<file path="src/rtl/mem_loader.sv">
// Byte-stream memory loader: parses a big-endian {count, address, data words} stream and issues word writes.
// Optional checksum phase is compiled in with MEM_LOADER_CHECKSUM_EN.
module mem_loader (
  input  logic        c_CLOCK,
  input  logic        i_RESET,
  input  logic        i_START,
  input  logic [7:0]  i_BYTE,
  input  logic        f_BYTEVALID,
  output logic        o_BYTEREADY,
  output logic [15:0] o_WADDR,
  output logic [15:0] o_WDATA,
  output logic        f_WRITE,
  output logic        o_CPUHOLD,
  output logic        o_DONE,
  output logic        o_ERROR
);

  typedef enum logic [3:0] {
    IDLE    = 4'd0,
    LEN_HI  = 4'd1,
    LEN_LO  = 4'd2,
    ADDR_HI = 4'd3,
    ADDR_LO = 4'd4,
    DATA_HI = 4'd5,
    DATA_LO = 4'd6,
    WRITE   = 4'd7,
`ifdef MEM_LOADER_CHECKSUM_EN
    CSUM_HI = 4'd8,
    CSUM_LO = 4'd9,
`endif
    DONE    = 4'd10
  } state_t;

`ifdef MEM_LOADER_CHECKSUM_EN
  localparam state_t END_STATE = CSUM_HI;
`else
  localparam state_t END_STATE = DONE;
`endif

  state_t      state_r;
  state_t      state_s;
  logic [15:0] count_r;
  logic [15:0] count_s;
  logic [15:0] addr_r;
  logic [15:0] addr_s;
  logic [7:0]  hi_byte_r;
  logic [7:0]  hi_byte_s;
  logic [15:0] waddr_r;
  logic [15:0] waddr_s;
  logic [15:0] wdata_r;
  logic [15:0] wdata_s;
  logic        write_r;
  logic        write_s;
  logic        ready_r;
  logic        ready_s;
  logic        hold_r;
  logic        hold_s;
  logic        done_r;
  logic        done_s;
  logic        accept_s;

`ifdef MEM_LOADER_CHECKSUM_EN
  logic [15:0] sum_r;
  logic [15:0] sum_s;
  logic [7:0]  csum_hi_r;
  logic [7:0]  csum_hi_s;
  logic        error_r;
  logic        error_s;

  function automatic logic [15:0] sum16(input logic [15:0] a, input logic [15:0] b);
    sum16 = a + b;
  endfunction
`endif

  function automatic logic byte_state(input state_t s);
    case (s)
      LEN_HI, LEN_LO, ADDR_HI, ADDR_LO, DATA_HI, DATA_LO: byte_state = 1'b1;
`ifdef MEM_LOADER_CHECKSUM_EN
      CSUM_HI, CSUM_LO:                                   byte_state = 1'b1;
`endif
      default:                                            byte_state = 1'b0;
    endcase
  endfunction

  // ready_r mirrors the current state, so a byte is taken exactly when the handshake completes
  assign accept_s = f_BYTEVALID & ready_r;

  // Next-state and datapath next values; outputs are decoded from the next state and registered
  always_comb begin
    state_s   = state_r;
    count_s   = count_r;
    addr_s    = addr_r;
    hi_byte_s = hi_byte_r;
    waddr_s   = waddr_r;
    wdata_s   = wdata_r;
`ifdef MEM_LOADER_CHECKSUM_EN
    sum_s     = sum_r;
    csum_hi_s = csum_hi_r;
    error_s   = error_r;
`endif
    case (state_r)
      IDLE, DONE: begin
        if (i_START) begin
          state_s = LEN_HI;
`ifdef MEM_LOADER_CHECKSUM_EN
          sum_s   = 16'h0000;
          error_s = 1'b0;
`endif
        end else begin
          state_s = state_r;
        end
      end
      LEN_HI: begin
        if (accept_s) begin
          count_s = {i_BYTE, count_r[7:0]};
          state_s = LEN_LO;
        end else begin
          state_s = state_r;
        end
      end
      LEN_LO: begin
        if (accept_s) begin
          count_s = {count_r[15:8], i_BYTE};
          state_s = ADDR_HI;
        end else begin
          state_s = state_r;
        end
      end
      ADDR_HI: begin
        if (accept_s) begin
          addr_s  = {i_BYTE, addr_r[7:0]};
          state_s = ADDR_LO;
        end else begin
          state_s = state_r;
        end
      end
      ADDR_LO: begin
        if (accept_s) begin
          addr_s  = {addr_r[15:8], i_BYTE};
          state_s = (count_r != 16'h0000) ? DATA_HI : END_STATE;
        end else begin
          state_s = state_r;
        end
      end
      DATA_HI: begin
        if (accept_s) begin
          hi_byte_s = i_BYTE;
          state_s   = DATA_LO;
        end else begin
          state_s = state_r;
        end
      end
      DATA_LO: begin
        // Output registers load here so they present the word throughout WRITE and hold afterwards
        if (accept_s) begin
          waddr_s = addr_r;
          wdata_s = {hi_byte_r, i_BYTE};
          state_s = WRITE;
        end else begin
          state_s = state_r;
        end
      end
      WRITE: begin
        addr_s  = addr_r + 16'd1;
        count_s = count_r - 16'd1;
`ifdef MEM_LOADER_CHECKSUM_EN
        sum_s   = sum16(sum_r, wdata_r);
`endif
        state_s = (count_r != 16'd1) ? DATA_HI : END_STATE;
      end
`ifdef MEM_LOADER_CHECKSUM_EN
      CSUM_HI: begin
        if (accept_s) begin
          csum_hi_s = i_BYTE;
          state_s   = CSUM_LO;
        end else begin
          state_s = state_r;
        end
      end
      CSUM_LO: begin
        if (accept_s) begin
          error_s = ({csum_hi_r, i_BYTE} != sum_r);
          state_s = DONE;
        end else begin
          state_s = state_r;
        end
      end
`endif
      default: begin
        state_s = IDLE;
      end
    endcase
    write_s = (state_s == WRITE);
    ready_s = byte_state(state_s);
    hold_s  = (state_s != IDLE) && (state_s != DONE);
    done_s  = (state_s == DONE);
  end

  // State, datapath and registered output flops with synchronous reset
  always_ff @(posedge c_CLOCK) begin
    if (i_RESET) begin
      state_r   <= IDLE;
      count_r   <= 16'h0000;
      addr_r    <= 16'h0000;
      hi_byte_r <= 8'h00;
      waddr_r   <= 16'h0000;
      wdata_r   <= 16'h0000;
      write_r   <= 1'b0;
      ready_r   <= 1'b0;
      hold_r    <= 1'b0;
      done_r    <= 1'b0;
`ifdef MEM_LOADER_CHECKSUM_EN
      sum_r     <= 16'h0000;
      csum_hi_r <= 8'h00;
      error_r   <= 1'b0;
`endif
    end else begin
      state_r   <= state_s;
      count_r   <= count_s;
      addr_r    <= addr_s;
      hi_byte_r <= hi_byte_s;
      waddr_r   <= waddr_s;
      wdata_r   <= wdata_s;
      write_r   <= write_s;
      ready_r   <= ready_s;
      hold_r    <= hold_s;
      done_r    <= done_s;
`ifdef MEM_LOADER_CHECKSUM_EN
      sum_r     <= sum_s;
      csum_hi_r <= csum_hi_s;
      error_r   <= error_s;
`endif
    end
  end

  assign o_BYTEREADY = ready_r;
  assign o_WADDR     = waddr_r;
  assign o_WDATA     = wdata_r;
  assign f_WRITE     = write_r;
  assign o_CPUHOLD   = hold_r;
  assign o_DONE      = done_r;
`ifdef MEM_LOADER_CHECKSUM_EN
  assign o_ERROR     = error_r;
`else
  assign o_ERROR     = 1'b0;
`endif

endmodule

</file>
<file path="config.mk">
export PLATFORM = sky130hd
export DESIGN_NAME = mem_loader
export DESIGN_NICKNAME = d
export VERILOG_FILES = /design/src/rtl/mem_loader.sv
export SDC_FILE = /design/constraint.sdc
export NUM_CORES = 1
export LEC_CHECK = 0
export CORE_ASPECT_RATIO = 0.9
export CORE_MARGIN = 2
export CORE_UTILIZATION = 45
export CTS_CLUSTER_SIZE = 20
export DETAILED_ROUTE_END_ITERATION = 6
export GPL_TIMING_DRIVEN = 0
export PLACE_DENSITY = 0.66
export SYNTH_ARGS = -nofsm -noshare
export SYNTH_HDL_FRONTEND = slang
export SYNTH_SLANG_ARGS = --single-unit
</file>
<file path="constraint.sdc">
create_clock -name c_CLOCK -period 1.9 [get_ports c_CLOCK]
set_clock_uncertainty 0.2 [all_clocks]
set_input_delay 0.285 -clock c_CLOCK [delete_from_list [all_inputs] [get_ports c_CLOCK]]
set_output_delay 0.285 -clock c_CLOCK [all_outputs]
set_load 0.02 [all_outputs]
</file>
# Word-level counts from Yosys, hierarchy flattened
# Index checks and enable logic that the tools add are counted.
[word_totals]
reg_bits = 80
inputBits = 12
output_inout_bits = 37
wordCells = 72
[op_classes]
addsub = 2
n_eq_ne = 22
muxes = 15
bitwise = 5
reduce_logical = 16
[op_table]
columns = ["operator", "n"]
rows = [
  ["16-bit case mux with 3 select lines", 2],
  ["4-bit 2-to-1 mux", 9],
  ["4-bit by 3-bit equality test with 1-bit output (second input constant)", 8],
  ["4-bit case mux with 8 select lines", 1],
  ["16-bit by 1-bit adder with 16-bit output (second input constant)", 1],
  ["4-bit by 2-bit equality test with 1-bit output (second input constant)", 4],
  ["16-bit 2-to-1 mux", 1],
  ["16-bit by 1-bit inequality test with 1-bit output (second input constant)", 1],
  ["16-bit nonzero test", 1],
  ["16-bit by 1-bit subtractor with 16-bit output (second input constant)", 1],
  ["3-bit AND reduction", 4],
  ["4-bit by 1-bit equality test with 1-bit output (second input constant)", 2],
  ["4-bit equality test (second input constant)", 2],
  ["8-bit 2-to-1 mux", 1],
  ["2-bit inequality test (second input constant)", 4],
  ["2-bit nonzero test", 4],
  ["6-bit OR reduction", 1],
  ["4-bit logical NOT", 1],
  ["4-bit inequality test (second input constant)", 1],
  ["1-bit inverter", 4],
  ["2-bit AND reduction", 2],
  ["4-bit nonzero test", 1],
  ["2-bit OR reduction", 1],
  ["1-bit AND", 1],
  ["2 further kinds", 2],
]

# Depth between registers and ports, before layout
# Gate-level depths: netlist of run 1.
[logic_depth]
word_depth = 7
mapped_depth = 8
ltp_nobuf = 8

# Least setup slack after synthesis of run 1
# OpenSTA, ideal clock, no wires.
[synth_timing]
path_kind = "reg-to-reg"
start = "register addr_r[0]"
end = "register addr_r[12]"
setup_ns = 0.069
arrival_ns = 1.736
t_required_ns = 1.631
path_slack_ns = -0.105
path_stages_with_launch = 8
path_buffers = 0
synth_period_minus_slack_ns = 2.005
path_cell_list = "dfxtp_1 -> ha_1 -> nand2_1 -> nor2_2 -> nand4_1 -> or3_1 -> a211o_1 -> o21ai_1"
[synth_via]
elab_chain_len = 2
[synth_lines]
columns = ["element", "line", "source"]
rows = [
  ["start: declaration", "44", "logic [15:0] addr_r;"],
  ["start signal: assignment", "220", "addr_r <= addr_s;"],
  ["16-bit by 1-bit adder with 16-bit output", "164", "addr_s = addr_r + 16'd1;"],
  ["16-bit case mux with 3 select lines", "101", "case (state_r)"],
]
# Every way passes these cells.
# A chain may end at the register's enable or synchronous reset.

# Worst setup path in the final report of run 1
[layout_timing]
start = "register count_r[8]"
end = "register ready_r (netlist: o_BYTEREADY)"
[layout_via]
elab_chain_len = 7
word_cells_on_any_way = 14
cone_classes = "eq/ne: 7; mux: 5; reduce/logical: 2"
[layout_lines]
columns = ["element", "line", "source"]
rows = [
  ["start: declaration", "42", "logic [15:0] count_r;"],
  ["start signal: assignment", "219", "count_r <= count_s;"],
  ["16-bit nonzero test", "140", "state_s = (count_r != 16'h0000) ? DATA_HI : END_STATE;"],
  ["4-bit 2-to-1 mux", "140", ""],
  ["4-bit 2-to-1 mux", "138", "if (accept_s) begin"],
  ["4-bit case mux with 8 select lines (*)", "101", ""],
  ["4-bit by 1-bit equality test with 1-bit output, or another cell as far along", "76", "case (s)"],
  ["6-bit OR reduction (*)", "76", ""],
  ["1-bit 2-to-1 mux (*)", "76", ""],
  ["end signal: assignment", "225", "ready_r <= ready_s;"],
  ["end: declaration", "54", "logic ready_r;"],
]
# Every way passes the cells marked *; elsewhere a longest branch is shown, timed or not.

==> results of run 1 <==
==> layer usage <==
| layer | vias up | wire, µm | part of all wire, % | global-route usage [%] |
|---|---|---|---|---|
| li1 | 2014 | - | - | - |
| met1 | 2012 | 5750 | 43 | 33.4 |
| met2 | 236 | 6020 | 45 | 40.9 |
| met3 | 45 | 1150 | 8.6 | 6.52 |
| met4 | 0 | 393 | 3.0 | 9.68 |
| met5 | - | 0 | 0 | 0 |
==> flip-flops by register name, summed over array words and instances (netlist names) <==
register     cells
o_DONE           1
o_BYTEREADY      1
state_r          4
hi_byte_r        8
o_CPUHOLD        1
addr_r          16
count_r         16
f_WRITE          1
o_WADDR         16
o_WDATA         16
==> power by group through the flow <==
stage | clock network, mW | logic (mW) | registers, mW
after floorplan | 0 | 0.986 | 1.92
after global placement | 0 | 1.35 | 1.90
after detailed placement | 0 | 1.35 | 1.90
after CTS | 1.36 | 1.61 | 1.88
after global routing | 1.44 | 2.27 | 1.92
final | 1.35 | 2.12 | 1.90
==> what timing repair did <==
item,4_1_cts,5_1_grt
setup buffers,17,35
pin swaps,21,36
hold endpoints to repair,1,0
cloned,0,1
setup endpoints to repair,66,66
gates resized for setup,63,75
hold buffers,1,0
==> stage by stage <==
step / setup TNS (ps) / util (%)
5_1_grt: -1440 / 66.7
4_1_cts: -1720 / 60.1
3_5_place_dp: -24260 / 53.9
2_1_floorplan: -10.0 / -
3_3_place_gp: -23880 / 53.9
6_report: -365 / 66.7
==> worst max-delay path, cell delays in order, from the launching register on <==
cell and delay [ps]:
dfxtp_4 360, nor4_4 370, nand4_4 190, o21a_4 270, nor3_4 210, a311oi_2 130, and2_1 150
==> synth_stat cells, drive strengths merged (3+ instances only) <==
library cell  count
nand2           105
dfxtp            80
a21oi            63
nor2             45
o21ai            27
buf              19
clkbuf           17
nor3             17
nand3            14
a221oi           12
a22oi             9
nor4              7
and3              6
o21a              6
and2              5
inv               5
nand4             5
ha                4
nor2b             4
a211oi            3
a311oi            3
a32o              3
o22ai             3
==> final timing paths <==
check                                          startpoint  slack (ps)  depth (start not counted)                  endpoint
worst min-delay path                              i_RESET          60                          3   addr_r[12]$_SDFFE_PP0P_
worst max register to register    count_r[8]$_SDFFE_PP0P_         -70                          6    o_BYTEREADY$_SDFF_PP0_
worst min register to register  hi_byte_r[2]$_SDFFE_PP0P_         250                          2  o_WDATA[10]$_SDFFE_PP0P_
worst max-delay path              count_r[8]$_SDFFE_PP0P_         -70                          6    o_BYTEREADY$_SDFF_PP0_
==> final cells by class <==
class	count	share of cell area, %
Clock inverter	7	1.45
Buffer	33	5.12
Inverter	5	0.325
Sequential cell	80	28.7
Tap cell	119	2.58
Clock buffer	9	2.15
Multi-Input combinational cell	382	44.3
Timing Repair Buffer	99	15.3
==> cell families (layout without fill, tap and decap cells) <==
kind of cell / after synthesis / in the layout
flip-flops: 80 / 80
adder cells (fa/ha/maj): 4 / 4
other: 1 / 1
AO/OA/AOI/OAI: 148 / 148
multiplexers: 3 / 3
XOR/XNOR: 3 / 3
buffers and inverters: 41 / 153
AND/OR/NAND/NOR: 223 / 223
==> flow_summary.html, run 1 <==
<table>
<tr><th>Metric</th><th>Value</th></tr>
<tr><th colspan="2">Logic synthesis</th></tr>
<tr><td>Xor and xnor fraction of the mapped netlist area</td><td>0.652%</td></tr>
<tr><td>Cells after Synth</td><td>503</td></tr>
<tr><td>Post-Syn Nets</td><td>519</td></tr>
<tr><td>Post-synthesis cell type with the largest combined area</td><td>dfxtp_1</td></tr>
<tr><td>Area share of the largest cell type after synthesis</td><td>39.7%</td></tr>
<tr><td>Sequential element share of the synthesized area</td><td>39.7%</td></tr>
<tr><td>Number of enable flip-flop cells after synthesis</td><td>0</td></tr>
<tr><td>Post-synthesis adder-cell area fraction</td><td>1.24%</td></tr>
<tr><td>Post-Synthesis Mean Instance Area</td><td>8.01 µm²</td></tr>
<tr><td>Proportion of synthesized flip-flops having asynchronous set or reset</td><td>0%</td></tr>
<tr><td>Dominant combinational cell family by area after synthesis</td><td>simple AND/OR/NAND/NOR gates</td></tr>
<tr><td>Most instantiated flip-flop cell in the synthesis netlist</td><td>dfxtp_1</td></tr>
<tr><td>Number of warnings printed during yosys synthesis</td><td>0</td></tr>
<tr><td>Share of synthesized cell area in and, or, nand and nor gates</td><td>28.0%</td></tr>
<tr><td>Cell Area, Synth</td><td>4030 µm²</td></tr>
<tr><td>Yosys cell types</td><td>71</td></tr>
<tr><td>Seq cells post-synth</td><td>80</td></tr>
<tr><td>Complex-gate fraction of the synthesized area</td><td>23.2%</td></tr>
<tr><td>Multiplexer fraction of the synthesized cell area</td><td>0.807%</td></tr>
<tr><td>Synth top area cells</td><td>dfxtp_1, nand2_1, a21oi_1, nor2_1, a221oi_1</td></tr>
<tr><th colspan="2">Routing</th></tr>
<tr><td>Vias</td><td>4307</td></tr>
<tr><td>Average wire per cell in the routed design</td><td>18.1 µm</td></tr>
<tr><td>First-pass iteration count of the detailed router</td><td>7</td></tr>
<tr><td>DRC violation total after the first TritonRoute iteration</td><td>414</td></tr>
<tr><td>Number of routed nets with antenna violations</td><td>0</td></tr>
<tr><td>Count of unresolved DRC violations after routing</td><td>0</td></tr>
<tr><td>Total detailed-routing wirelength</td><td>13300 µm</td></tr>
<tr><td>Via density</td><td>5.87</td></tr>
<tr><th colspan="2">Clock network</th></tr>
<tr><td>Worst-Skew Late Latency</td><td>370 ps</td></tr>
<tr><td>Number of clock sinks seen by CTS</td><td>80</td></tr>
<tr><td>Clock transition at the register clock pins on the worst setup and hold paths after CTS</td><td>90 ps</td></tr>
<tr><td>Deepest level of the CTS H-tree</td><td>3</td></tr>
<tr><td>Root buffer cell</td><td>clkbuf_8</td></tr>
<tr><td>Number of buffers inserted during clock tree synthesis</td><td>9</td></tr>
<tr><td>CTS tree</td><td>built</td></tr>
<tr><td>Maximum number of buffers from clock root to sink</td><td>2</td></tr>
<tr><th colspan="2">Global route</th></tr>
<tr><td>GRT Total Usage</td><td>25.6%</td></tr>
<tr><td>Aggregate global routing overflow</td><td>0</td></tr>
<tr><td>Number of antenna violations at the first check in global routing</td><td>0</td></tr>
<tr><td>Vias in the first global route</td><td>3699</td></tr>
<tr><td>Largest net degree at the start of global routing</td><td>17</td></tr>
<tr><td>Global-route wire length before repair</td><td>19400 µm</td></tr>
<tr><th colspan="2">STA</th></tr>
<tr><td>Post-route setup slack</td><td>-69.5 ps</td></tr>
<tr><td>Setup repair after global routing missed its margin</td><td>yes</td></tr>
<tr><td>Ratio of final minimum period to clock period</td><td>104%</td></tr>
<tr><td>Worst max-slew margin expressed relative to the limit</td><td>54.8%</td></tr>
<tr><td>Number of hold violations in the final report</td><td>0</td></tr>
<tr><td>Max Slew Vio Count</td><td>0</td></tr>
<tr><td>Fmax</td><td>0.508 GHz</td></tr>
<tr><td>Hold Worst Slack</td><td>64.7 ps</td></tr>
<tr><td>Final critical delay including setup and external delays</td><td>1970 ps</td></tr>
<tr><td>Total of endpoints with negative setup slack in the final report</td><td>11</td></tr>
<tr><td>Transition time at the pin with the least slew margin</td><td>679 ps</td></tr>
<tr><th colspan="2">Critical path</th></tr>
<tr><td>Kind of start point of the critical path</td><td>flip-flop</td></tr>
<tr><td>Top fanout value on the critical path</td><td>5</td></tr>
<tr><td>Arrival time of data at the critical path endpoint</td><td>2040 ps</td></tr>
<tr><td>Required time of the worst setup path</td><td>1970 ps</td></tr>
<tr><td>Worst Path Class, Setup</td><td>flip-flop to flip-flop</td></tr>
<tr><td>Nature of the critical path endpoint</td><td>flip-flop</td></tr>
<tr><th colspan="2">Cells and area</th></tr>
<tr><td>Diode insertion count for antenna repair</td><td>0</td></tr>
<tr><td>Sequential Area</td><td>1660 µm²</td></tr>
<tr><td>Post-route insts no fill</td><td>734</td></tr>
<tr><td>Fillcell total</td><td>704</td></tr>
<tr><td>Final layout net count</td><td>626</td></tr>
<tr><td>Highest-count cells in the layout ignoring fill and taps</td><td>nand2_1, a21oi_1, dfxtp_1</td></tr>
<tr><td>Area of the multi-input gates</td><td>2550 µm²</td></tr>
<tr><td>Final cell area excluding filler cells</td><td>5770 µm²</td></tr>
<tr><td>Area added between synthesis and finish</td><td>43.0%</td></tr>
<tr><td>Fraction of layout instances using a drive strength above 1</td><td>31.2%</td></tr>
<tr><td>Commonest non-fill, non-tap cell in the layout</td><td>nand2_1</td></tr>
<tr><th colspan="2">Power and ir drop</th></tr>
<tr><td>Cell Pwr Density</td><td>932 nW/µm²</td></tr>
<tr><td>Internal power</td><td>3.43 mW</td></tr>
<tr><td>Total net switching power</td><td>1.95 mW</td></tr>
<tr><td>Comb pwr share</td><td>39.5%</td></tr>
<tr><td>Fraction of power spent switching nets</td><td>36.2%</td></tr>
<tr><td>Leakage power</td><td>2.12 nW</td></tr>
<tr><td>Clock Power Share</td><td>25.1%</td></tr>
<tr><td>Power Total</td><td>5.37 mW</td></tr>
<tr><td>Worst voltage drop across the vdd grid</td><td>0.496 mV</td></tr>
<tr><td>Relative contribution of sequential cells to total power</td><td>35.4%</td></tr>
<tr><th colspan="2">Floorplan</th></tr>
<tr><td>Effective utilization at floorplan</td><td>46.6%</td></tr>
<tr><td>Chip Width</td><td>104 µm</td></tr>
<tr><td>Die Span Y</td><td>93.8 µm</td></tr>
<tr><td>Area of the die</td><td>9730 µm²</td></tr>
<tr><td>Std-Cell Core Area</td><td>8650 µm²</td></tr>
<tr><td>Count of standard-cell rows</td><td>32</td></tr>
<tr><td>Number of primary I/O pins</td><td>49</td></tr>
<tr><th colspan="2">Hold path</th></tr>
<tr><td>Tightest Hold Check Type</td><td>primary input to flip-flop</td></tr>
<tr><th colspan="2">Placement</th></tr>
<tr><td>Cell area reported after detailed placement</td><td>4660 µm²</td></tr>
<tr><td>Worst slack, placed</td><td>-626 ps</td></tr>
<tr><td>Count of port buffers added during placement</td><td>46</td></tr>
<tr><td>Placed cells</td><td>668</td></tr>
<tr><td>Half-perimeter wire length of the detailed placement result</td><td>7930 µm</td></tr>
<tr><td>Final weighted congestion in routability-driven placement</td><td>0.884</td></tr>
<tr><th colspan="2">Outcome</th></tr>
<tr><td>Failing checks</td><td>setup timing</td></tr>
<tr><td>Run status</td><td>finished with violations</td></tr>
<tr><th colspan="2">Flow run</th></tr>
<tr><td>Max-cap violations</td><td>0</td></tr>
</table>
No activity file was read; power rests on OpenSTA's default activity.
==> run 2, diff against run 1 <==
PLACE_DENSITY = 0.64   (was 0.66)
clock period = 2.51 ns   (was 1.9 ns; I/O delays follow)
==> run 2 against run 1 <==
Compared with the run above: the flow now finishes without violations; die area unchanged; total power down 32%; core utilization down 10 points; cell count is 6.8% lower; critical path depth rose by 1; fmax fell by 16%; highest routed layer unchanged.
==> flow_summary.html, run 2 (same netlist as run 1, synthesis figures left out) <==
<table>
<tr><th>Metric</th><th>Value</th></tr>
<tr><th colspan="2">Outcome</th></tr>
<tr><td>Run status</td><td>finished, final reports clean (was finished with violations)</td></tr>
<tr><th colspan="2">Cells and area</th></tr>
<tr><td>Commonest non-fill, non-tap cell in the layout</td><td>nand2_1 (unchanged)</td></tr>
<tr><td>Post-route insts no fill</td><td>684 (was 734)</td></tr>
<tr><td>Final layout net count</td><td>576 (was 626)</td></tr>
<tr><td>Fillcell total</td><td>859 (was 704)</td></tr>
<tr><td>Area added between synthesis and finish</td><td>21.7% (was 43.0%)</td></tr>
<tr><td>Fraction of layout instances using a drive strength above 1</td><td>10.3% (was 31.2%)</td></tr>
<tr><td>Highest-count cells in the layout ignoring fill and taps</td><td>nand2_1, dfxtp_1, a21oi_1 (was nand2_1, a21oi_1, dfxtp_1)</td></tr>
<tr><td>Diode insertion count for antenna repair</td><td>0 (unchanged)</td></tr>
<tr><th colspan="2">Clock network</th></tr>
<tr><td>Maximum number of buffers from clock root to sink</td><td>2 (unchanged)</td></tr>
<tr><td>Number of buffers inserted during clock tree synthesis</td><td>9 (unchanged)</td></tr>
<tr><td>Number of clock sinks seen by CTS</td><td>80 (unchanged)</td></tr>
<tr><td># hold bufs at CTS</td><td>0 (was 1)</td></tr>
<tr><td>Worst-Skew Late Latency</td><td>360 ps (was 370 ps)</td></tr>
<tr><td>Total of cells resized after clock tree synthesis</td><td>0 (was 63)</td></tr>
<tr><td>Deepest level of the CTS H-tree</td><td>3 (unchanged)</td></tr>
<tr><td>Clock transition at the register clock pins on the worst setup and hold paths after CTS</td><td>90 ps (about the same)</td></tr>
<tr><td>CTS tree</td><td>built (unchanged)</td></tr>
<tr><td>Root buffer cell</td><td>clkbuf_8 (unchanged)</td></tr>
<tr><td>Buffer count from post-CTS setup fixing</td><td>0 (was 17)</td></tr>
<tr><th colspan="2">Power and ir drop</th></tr>
<tr><td>Power Total</td><td>3.67 mW (was 5.37 mW)</td></tr>
<tr><td>Cell Pwr Density</td><td>748 nW/µm² (was 932 nW/µm²)</td></tr>
<tr><td>Worst voltage drop across the vdd grid</td><td>0.347 mV (was 0.496 mV)</td></tr>
<tr><td>Leakage power</td><td>1.70 nW (was 2.12 nW)</td></tr>
<tr><th colspan="2">Flow run</th></tr>
<tr><td>Max-cap violations</td><td>0 (unchanged)</td></tr>
<tr><th colspan="2">Routing</th></tr>
<tr><td>First-pass iteration count of the detailed router</td><td>7 (unchanged)</td></tr>
<tr><td>Routed wire length on met2</td><td>5270 µm (was 6020 µm)</td></tr>
<tr><td>Via density</td><td>5.74 (was 5.87)</td></tr>
<tr><td>Number of routed nets with antenna violations</td><td>0 (unchanged)</td></tr>
<tr><td>Total detailed-routing wirelength</td><td>11700 µm (was 13300 µm)</td></tr>
<tr><td>Vias</td><td>3927 (was 4307)</td></tr>
<tr><td>Routed length on met1</td><td>5460 µm (was 5750 µm)</td></tr>
<tr><td>Count of unresolved DRC violations after routing</td><td>0 (unchanged)</td></tr>
<tr><td>Average wire per cell in the routed design</td><td>17.2 µm (was 18.1 µm)</td></tr>
<tr><td>DRC violation total after the first TritonRoute iteration</td><td>276 (was 414)</td></tr>
<tr><td>Met3 wire length</td><td>729 µm (was 1150 µm)</td></tr>
<tr><td>Highest layer used for signal routing</td><td>met4 (unchanged)</td></tr>
<tr><th colspan="2">Placement</th></tr>
<tr><td>Half-perimeter wire length of the detailed placement result</td><td>8230 µm (was 7930 µm)</td></tr>
<tr><td>Worst slack, placed</td><td>-215 ps (was -626 ps)</td></tr>
<tr><td>Placed cells</td><td>668 (unchanged)</td></tr>
<tr><td>Count of port buffers added during placement</td><td>46 (unchanged)</td></tr>
<tr><td>Final weighted congestion in routability-driven placement</td><td>0.908 (was 0.884)</td></tr>
<tr><th colspan="2">Global route</th></tr>
<tr><td>Vias in the first global route</td><td>3760 (was 3699)</td></tr>
<tr><td>Largest net degree at the start of global routing</td><td>17 (unchanged)</td></tr>
<tr><td>Global-route wire length before repair</td><td>19300 µm (was 19400 µm)</td></tr>
<tr><td>Number of antenna violations at the first check in global routing</td><td>0 (unchanged)</td></tr>
<tr><td>Aggregate global routing overflow</td><td>0 (unchanged)</td></tr>
<tr><td>GRT Total Usage</td><td>25.0% (was 25.6%)</td></tr>
<tr><th colspan="2">Floorplan</th></tr>
<tr><td>Chip Width</td><td>104 µm (unchanged)</td></tr>
<tr><td>Count of standard-cell rows</td><td>32 (unchanged)</td></tr>
<tr><td>Effective utilization at floorplan</td><td>46.6% (unchanged)</td></tr>
<tr><td>Std-Cell Core Area</td><td>8650 µm² (unchanged)</td></tr>
<tr><td>Die Span Y</td><td>93.8 µm (unchanged)</td></tr>
<tr><td>Number of primary I/O pins</td><td>49 (unchanged)</td></tr>
<tr><td>Area of the die</td><td>9730 µm² (unchanged)</td></tr>
<tr><th colspan="2">Critical path</th></tr>
<tr><td>Kind of start point of the critical path</td><td>flip-flop (unchanged)</td></tr>
<tr><td>Required time of the worst setup path</td><td>2530 ps (was 1970 ps)</td></tr>
<tr><td>Top fanout value on the critical path</td><td>10 (was 5)</td></tr>
<tr><td>Arrival time of data at the critical path endpoint</td><td>2360 ps (was 2040 ps)</td></tr>
<tr><td>Worst Path Class, Setup</td><td>flip-flop to flip-flop (unchanged)</td></tr>
<tr><td>Nature of the critical path endpoint</td><td>flip-flop (unchanged)</td></tr>
<tr><th colspan="2">STA</th></tr>
<tr><td>Max Slew Vio Count</td><td>0 (unchanged)</td></tr>
<tr><td>Aggregate negative setup slack</td><td>0 ps (was -365 ps)</td></tr>
<tr><td>Hold Worst Slack</td><td>71.4 ps (was 64.7 ps)</td></tr>
<tr><td>Ratio of final minimum period to clock period</td><td>93.4% (was 104%)</td></tr>
<tr><td>Final critical delay including setup and external delays</td><td>2350 ps (was 1970 ps)</td></tr>
<tr><td>Transition time at the pin with the least slew margin</td><td>680 ps (was 679 ps)</td></tr>
<tr><td>Setup repair after global routing missed its margin</td><td>no (was yes)</td></tr>
<tr><td>Worst max-slew margin expressed relative to the limit</td><td>54.7% (was 54.8%)</td></tr>
<tr><td>Post-route setup slack</td><td>165 ps (was -69.5 ps)</td></tr>
<tr><td>Fmax</td><td>0.426 GHz (was 0.508 GHz)</td></tr>
<tr><td>Number of hold violations in the final report</td><td>0 (unchanged)</td></tr>
<tr><td>Total of endpoints with negative setup slack in the final report</td><td>0 (was 11)</td></tr>
<tr><th colspan="2">Hold path</th></tr>
<tr><td>Tightest Hold Check Type</td><td>primary input to flip-flop (unchanged)</td></tr>
</table>
[run 2: through the flow]
stage               area, µm²  util (%)
finish                   4910      56.7
global placement         4640      53.7
detailed placement       4640      53.7
global route             4910      56.7
CTS                      4900      56.7
floorplan                4030         -
[run 2: per-layer routing]
layer,vias to the layer above,global-route usage (%)
met5,-,0
met4,0,9.68
met3,28,4.30
met2,163,42.0
met1,1832,32.4
li1,1904,-
[run 2: final timing paths]
kind	from	end	slack [ps]	depth (start not counted)
setup reg to reg	state_r[1]$_SDFF_PP0_	count_r[7]$_SDFFE_PP0P_	160	7
setup / recovery	state_r[1]$_SDFF_PP0_	count_r[7]$_SDFFE_PP0P_	160	7
hold / removal	i_RESET	o_CPUHOLD$_SDFF_PP0_	70	2
hold reg to reg	hi_byte_r[6]$_SDFFE_PP0P_	hi_byte_r[6]$_SDFFE_PP0P_	260	2
[run 2: cell type report]
cell class                      instances  area [µm²]  area share (%)
Buffer                                 36         240            4.90
Clock buffer                            9         124            2.52
Clock inverter                          7         135            2.75
Inverter                                5        18.8           0.383
Multi-Input combinational cell        382        2180            44.4
Sequential cell                        80        1600            32.7
Tap cell                              119         149            3.03
Timing Repair Buffer                   46         460            9.39
[run 2: power by group]
group / internal (mW) / leakage (nW) / switching, mW
clock: 0.683 / 0.129 / 0.529
combinational: 0.407 / 0.929 / 0.636
sequential: 1.34 / 0.646 / 0.0724
total: 2.43 / 1.70 / 1.24
[run 2: critical path, stage by stage (launching register included)]
cell and delay (ps):
dfxtp_1 300, buf_2 170, buf_4 190, nand3_1 210
clkbuf_1 470, o21ai_1 240, a31oi_1 310, a21oi_1 100
